<file path="src/rtl/key_sel_debounce.sv">
// key_sel_debounce
//   Debounces one mechanical push-button. Each accepted press toggles the
//   registered select line driving the downstream 2:1 mux, and emits a
//   one-cycle press strobe. Each accepted release emits a one-cycle release
//   strobe. A debounced level is also provided.
//
// Parameters
//   CNT_MAX    : consecutive stable samples needed to accept a level change (>= 2)
//   KEY_ACTIVE : raw key_in level meaning "pressed" (0 = active-low button)
//
// Ports
//   clk           in  : system clock, rising edge
//   rst           in  : asynchronous active-high reset
//   key_in        in  : raw, bouncing button level
//   sel           out : select to downstream mux, toggles per accepted press
//   press_pulse   out : one-cycle strobe on accepted press
//   release_pulse out : one-cycle strobe on accepted release
//   key_state     out : debounced level, 1 = pressed
//
// Configuration macro
//   KEY_SYNC_EN : when defined, key_in passes through a 2-flop synchroniser
//                 (reset to the released level), adding 2 cycles of latency.
//                 Leave undefined only for simulation.

module key_sel_debounce #(
  parameter int unsigned CNT_MAX    = 1000000,
  parameter logic        KEY_ACTIVE = 1'b0
) (
  input  logic clk,
  input  logic rst,
  input  logic key_in,
  output logic sel,
  output logic press_pulse,
  output logic release_pulse,
  output logic key_state
);

  localparam int unsigned   CW       = $clog2(CNT_MAX);
  localparam logic [CW-1:0] CNT_LAST = CW'(CNT_MAX - 1);

  typedef enum logic [1:0] {
    IDLE    = 2'd0,
    PRESS_F = 2'd1,
    DOWN    = 2'd2,
    REL_F   = 2'd3
  } state_t;

  state_t        state_q, state_d;
  logic [CW-1:0] cnt_q, cnt_d;
  logic          sel_q, sel_d;
  logic          press_q, press_d;
  logic          rel_q, rel_d;
  logic          ks_q, ks_d;
  logic          k_s;

`ifdef KEY_SYNC_EN
  logic [1:0] sync_q;

  always_ff @(posedge clk or posedge rst) begin
    if (rst) begin
      sync_q <= {2{~KEY_ACTIVE}};
    end else begin
      sync_q <= {sync_q[0], key_in};
    end
  end

  assign k_s = (sync_q[1] == KEY_ACTIVE);
`else
  assign k_s = (key_in == KEY_ACTIVE);
`endif

  always_ff @(posedge clk or posedge rst) begin
    if (rst) begin
      state_q <= IDLE;
      cnt_q   <= '0;
      sel_q   <= 1'b0;
      press_q <= 1'b0;
      rel_q   <= 1'b0;
      ks_q    <= 1'b0;
    end else begin
      state_q <= state_d;
      cnt_q   <= cnt_d;
      sel_q   <= sel_d;
      press_q <= press_d;
      rel_q   <= rel_d;
      ks_q    <= ks_d;
    end
  end

  always_comb begin
    state_d = state_q;
    cnt_d   = cnt_q;
    sel_d   = sel_q;
    press_d = 1'b0;
    rel_d   = 1'b0;
    ks_d    = ks_q;
    case (state_q)
      IDLE: begin
        if (k_s) begin
          state_d = PRESS_F;
          cnt_d   = '0;
        end
      end
      PRESS_F: begin
        if (!k_s) begin
          state_d = IDLE;
          cnt_d   = '0;
        end else if (cnt_q == CNT_LAST) begin
          state_d = DOWN;
          cnt_d   = '0;
          press_d = 1'b1;
          sel_d   = ~sel_q;
          ks_d    = 1'b1;
        end else begin
          cnt_d = cnt_q + 1'b1;
        end
      end
      DOWN: begin
        if (!k_s) begin
          state_d = REL_F;
          cnt_d   = '0;
        end
      end
      REL_F: begin
        if (k_s) begin
          state_d = DOWN;
          cnt_d   = '0;
        end else if (cnt_q == CNT_LAST) begin
          state_d = IDLE;
          cnt_d   = '0;
          rel_d   = 1'b1;
          ks_d    = 1'b0;
        end else begin
          cnt_d = cnt_q + 1'b1;
        end
      end
      // Unreachable with a 2-bit encoding; kept as a recovery path.
      default: begin
        state_d = IDLE;
        cnt_d   = '0;
        sel_d   = 1'b0;
        ks_d    = 1'b0;
      end
    endcase
  end

  assign sel           = sel_q;
  assign press_pulse   = press_q;
  assign release_pulse = rel_q;
  assign key_state     = ks_q;

endmodule

</file>
<file path="config.mk">
export PLATFORM = sky130hd
export DESIGN_NAME = key_sel_debounce
export DESIGN_NICKNAME = d
export VERILOG_FILES = /design/src/rtl/key_sel_debounce.sv
export SDC_FILE = /design/constraint.sdc
export NUM_CORES = 1
export LEC_CHECK = 0
export ABC_AREA = 1
export CAP_MARGIN = 20
export CORE_ASPECT_RATIO = 0.9
export CORE_MARGIN = 4
export CORE_UTILIZATION = 30
export DETAILED_ROUTE_END_ITERATION = 10
export GPL_ROUTABILITY_DRIVEN = 0
export MAX_ROUTING_LAYER = met4
export PLACE_DENSITY_LB_ADDON = 0.12
export SYNTH_ARGS = -nofsm -noshare
export SYNTH_HDL_FRONTEND = slang
export SYNTH_SLANG_ARGS = --single-unit
export TNS_END_PERCENT = 10
</file>
<file path="constraint.sdc">
create_clock -name clk -period 1.9 [get_ports clk]
set_input_delay 0.285 -clock clk [delete_from_list [all_inputs] [get_ports clk]]
set_output_delay 0.285 -clock clk [all_outputs]
set_load 0.05 [all_outputs]
</file>
Yosys cells after proc, flatten, opt, wreduce, memory -nomap -nowiden
Cells that the tools add are included.
- bits in registers: 26
- bits in latches: 0
- bits in writable memories: 0
- ROM bits: 0
- bits of input ports: 3
- output and inout bits: 4
- word-level logic and storage cells: 50
- memories kept: 0
- $add $sub $neg: 1
- $mul: 0
- div/mod/pow operators: 0
- magnitude comparators: 0
- equality and inequality tests: 12
- shift-type cells: 0
- multiplexer cells: 23
- bitwise gates (word level): 2
- reductions and logical operators: 6
- operator list (kind ; count):
    $mux W20 ; 5
    $pmux W20 S4 ; 1
    $add A20 B1 Y20 const B ; 1
    $eq A20 B20 Y1 const B ; 1
    $mux W2 ; 6
    $ne A2 B2 Y1 const B ; 6
    $mux W1 ; 9
    $pmux W2 S4 ; 1
    $ne A3 B3 Y1 const B ; 2
    $reduce_and A5 Y1 ; 1
    $eq A2 B2 Y1 const B ; 2
    $reduce_and A4 Y1 ; 1
    $reduce_and A3 Y1 ; 1
    $eq A2 B1 Y1 const B ; 1
    $logic_not A2 Y1 ; 1
    $not A1 Y1 ; 2
    $pmux W1 S2 ; 1
    $reduce_and A2 Y1 ; 1
    $reduce_bool A2 Y1 ; 1

Depth between registers and ports, before layout
- depth after elaboration: 4
- depth in mapped cells: 9
- mapped depth without buffers: 9

Worst setup path after synthesis
Ideal clock, no wire load.
- kind: flip-flop to flip-flop
- start: reg cnt_q[0]
- end: reg cnt_q[9]
- library setup time: 126 ps
- data arrival time: 1361 ps
- data required time: 1774 ps
- setup slack: 414 ps
- cell stages (with the launch flop): 8
- path buffers: 1
- period minus slack after synthesis: 1486 ps
- cells stage by stage: dfrtp_1 ha_1 nand2_2 nor3_2 nand3_2 nand2_4 buf_12 o22ai_2
- word-level cells in the longest chain between the ends: 4
- elaborated cells between the ends (all ways): 6
- those cells by class: add/sub: 1; eq/ne: 1; mux: 4
- RTL lines (element ; RTL line ; text):
    start, declared ; 49 ; logic [CW-1:0] cnt_q, cnt_d;
    start signal, assigned ; 82 ; cnt_q <= cnt_d;
    $add A20 B1 Y20 / $eq A20 B20 Y1 (equally long branches) ; -- ;
    $mux W20 (*) ; 108, 128 ;
    $mux W20, on equally long branches ; 125, 105 ;
    $pmux W20 S4 (*) ; 97 ; case (state_q)
Mark *: on every way between the ends. The rest lies on a longest branch, timed or not.
A chain may end at the register's enable or synchronous reset.

Final worst setup path
- start: reg sel_q, in the netlist sel
- end: out sel
- RTL lines (element ; RTL line ; text):
    start, declared ; 50 ; logic sel_q, sel_d;
    start signal, assigned ; 83 ; sel_q <= sel_d;
    end, declared ; 32 ; output logic sel,
No word-level cell between the ends.

==> summary.md <==
| Metric | Value |
|---|---|
| Status | `finished, final reports clean` |
| CTS buffer count | `3` |
| Clock sink total | `26` |
| Post-cts gate resize count | `0` |
| Die width | `86.2 um` |
| CTS max path bufs | `2` |
| Crit-path cells | `clkdlybuf4s50_1` |
| Ports | `7` |
| Synthesized area | `1650 sq um` |
| Initial antenna violation count | `0` |
| FFs w/ async S/R, synth | `100%` |
| Tcrit/Tclk final | `91.3%` |
| Worst clock skew | `0.00519 ns` |
| Register area | `651 sq um` |
| WL/cell | `12.0 um` |
| Multi-input logic area | `898 sq um` |
| Critical Path RT | `1.62 ns` |
| Global-route wire length before repair | `6520 um` |
| DRC Markers | `0` |
| Fillers | `552` |
| Pwr dens | `737 nW/um^2` |
| Setup violators final | `0` |
| Seq/Total Area, Yosys | `39.4%` |
| CP arrival | `1.45 ns` |
| Count of buffers from port buffering | `6` |
| Share of post-route cells with drive strength above 1 | `15.0%` |
| Diode count | `0` |
| Crit path max fanout | `2` |
| Via count | `1375` |
| Crit path buf inv count | `1` |
| Max capacitance violation total | `0` |
| Synth Net Count | `226` |
| WHS | `0.365 ns` |
| CTS tree | `built` |
| Synth Register Bits | `26` |
| Via density | `4.58` |
| Worst slew pin tran | `0.492 ns` |
| F_max | `577 MHz` |
| Cells after Synth | `222` |
| Final Max Slew Viols | `0` |
| Min Tclk post-route | `1.73 ns` |
| GRT Util Overall | `12.4%` |
| Core Region | `5290 sq um` |
| Standard-cell rows | `25` |
| CTS H-Tree Depth | `1` |
| Worst hold path class | `in -> async` |
| Nets | `238` |
| RSZ-0062 raised after global routing | `false` |
| Setup TNS | `0 ns` |
| Initial Utilization | `31.2%` |
| Relative slew slack | `67.1%` |
| Layout area overhead | `11.9%` |
| Post-CTS Setup Bufs | `0` |
| Syn avg cell area | `7.43 sq um` |
| Critical Setup Path Class | `reg -> out` |
| Drt first pass iters | `4` |
| EDFF count, synth | `0` |
| Crit path capture type | `output pin` |
| Slowest library cell on the worst path | `clkdlybuf4s50_1` |
| Largest net degree at the start of global routing | `27` |
| DP HPWL | `2750 um` |
| Synth Warn # | `0` |
| CTS Hold Bufs | `0` |
| Crit-path max cell delay | `0.80 ns` |
| Worst vdd ir | `0.292 mV` |
| Overall die height | `78.4 um` |
| Root buffer cell | `clkbuf_8` |
| Lkg Pwr | `0.774 nW` |
| Largest delay share family, worst path | `buffers and inverters` |
| Critical path launch point type | `flop` |
| Worst-path clk slew | `0.09 ns` |
| Post-DRT Antenna Nets | `0` |
| Later-pin clock latency in the skew report | `0.28 ns` |
| Die area | `6750 sq um` |
| Fin. Hold Viols | `0` |
| Post-synthesis cell type count | `29` |
| DRT iter0 DRCs | `76` |
| Post-Route WL | `3610 um` |
| Top_reg_cell synth | `dfrtp_1` |
| Vias in the first global route | `1337` |
| Congestion Overflow GR | `0` |
[metal layers]
metal	track usage (%)	wire [um]	vias up
li1	-	-	719
met1	17.2	1860	638
met2	18.8	1610	14
met3	2.83	109	4
met4	2.34	28	0
met5	-	0	-
[logic make-up (layout without fill, tap and decap cells)]
logic type / count (synthesis) / in the layout / synth area share [%]
AND/OR/NAND/NOR: 149 / 149 / 40.5
XOR/XNOR: 10 / 10 / 5.31
flip-flops: 26 / 26 / 39.4
adder cells (fa/ha/maj): 1 / 1 / 0.758
AO/OA/AOI/OAI: 15 / 15 / 7.88
buffers and inverters: 21 / 32 / 6.14
[where the power goes]
group / internal (mW) / total, mW / leakage [nW] / switching (mW)
logic: 0.108 / 0.359 / 0.387 / 0.251
clock network: 0.186 / 0.365 / 0.0288 / 0.179
registers: 0.594 / 0.637 / 0.358 / 0.0434
total: 0.888 / 1.36 / 0.774 / 0.473
[final timing paths]
path | start | endpoint | slack [ns] | depth (start not counted)
worst max-delay path | sel$_DFFE_PP0P_ | sel | 0.17 | 1
worst min-delay path | rst | cnt_q[2]$_DFFE_PP0P_ | 0.36 | 3
worst max register to register | cnt_q[1]$_DFFE_PP0P_ | cnt_q[17]$_DFFE_PP0P_ | 0.22 | 8
worst min register to register | sel$_DFFE_PP0P_ | sel$_DFFE_PP0P_ | 0.48 | 1
max in group asynchronous | rst | cnt_q[4]$_DFFE_PP0P_ | 1.28 | 3
min in group clk | sel$_DFFE_PP0P_ | sel$_DFFE_PP0P_ | 0.48 | 1
[metrics by stage]
stage	util (%)	setup slack (ns)	cell area [sq um]	std cells	total power, mW
CTS	34.9	0.145	1850	300	1.39
finish	34.9	0.166	1850	300	1.36
floorplan	-	0.414	1650	222	0.944
global placement	33.9	0.174	1790	296	1.02
detailed placement	33.9	0.118	1790	296	1.02
global route	34.9	0.0189	1850	300	1.48
[placed cells by master, fill, tap and decap left out]
cell type	Yosys	routed
nand2_4	2	2
o21ai_2	5	5
clkinv_2	1	1
nor3_2	3	3
inv_1	15	15
o21ai_0	2	2
a21oi_1	1	1
nor2_1	37	37
nand4_1	3	3
nand2_2	4	4
xor2_1	8	8
nor2_4	1	1
o21bai_1	2	2
nand3b_1	2	2
xnor2_1	2	2
buf_4	1	4
ha_1	1	1
nand3_2	2	2
dfrtp_1	26	26
clkdlybuf4s50_1	0	6
nand2_1	75	75
clkbuf_8	0	4
o22ai_2	4	4
inv_2	2	2
or2_1	1	1
nor3_1	2	2
o22ai_1	1	1
nand3_1	14	14
nor2_2	3	3
[registers in the layout, indices dropped and copies added (netlist names), named ones only]
signal,count
cnt_q,20
key_state,1
press_pulse,1
release_pulse,1
sel,1
state_q,1
[cell usage after synthesis, types with 2 or more instances]
library cell	number	share of area, %
inv_1	15	3.4
o21ai_2	5	2.7
nand3_1	14	4.2
nor3_1	2	0.61
xnor2_1	2	1.1
nand2_1	75	17
nor3_2	3	1.8
xor2_1	8	4.2
o21ai_0	2	0.61
dfrtp_1	26	39
nand4_1	3	1.1
nand3b_1	2	0.91
o22ai_2	4	3.0
nand3_2	2	1.2
inv_2	2	0.46
o21bai_1	2	0.91
nand2_2	4	1.5
nor2_1	37	8.4
nor2_2	3	1.1
nand2_4	2	1.4
[cell type report]
type	count	area share, %
tap	67	4.54
sequential	26	35.2
clock buffer	4	2.98
timing repair buffer	10	4.88
inverter	18	3.73
multi-input combinational	175	48.6
Power figures use the tool's default switching activity.
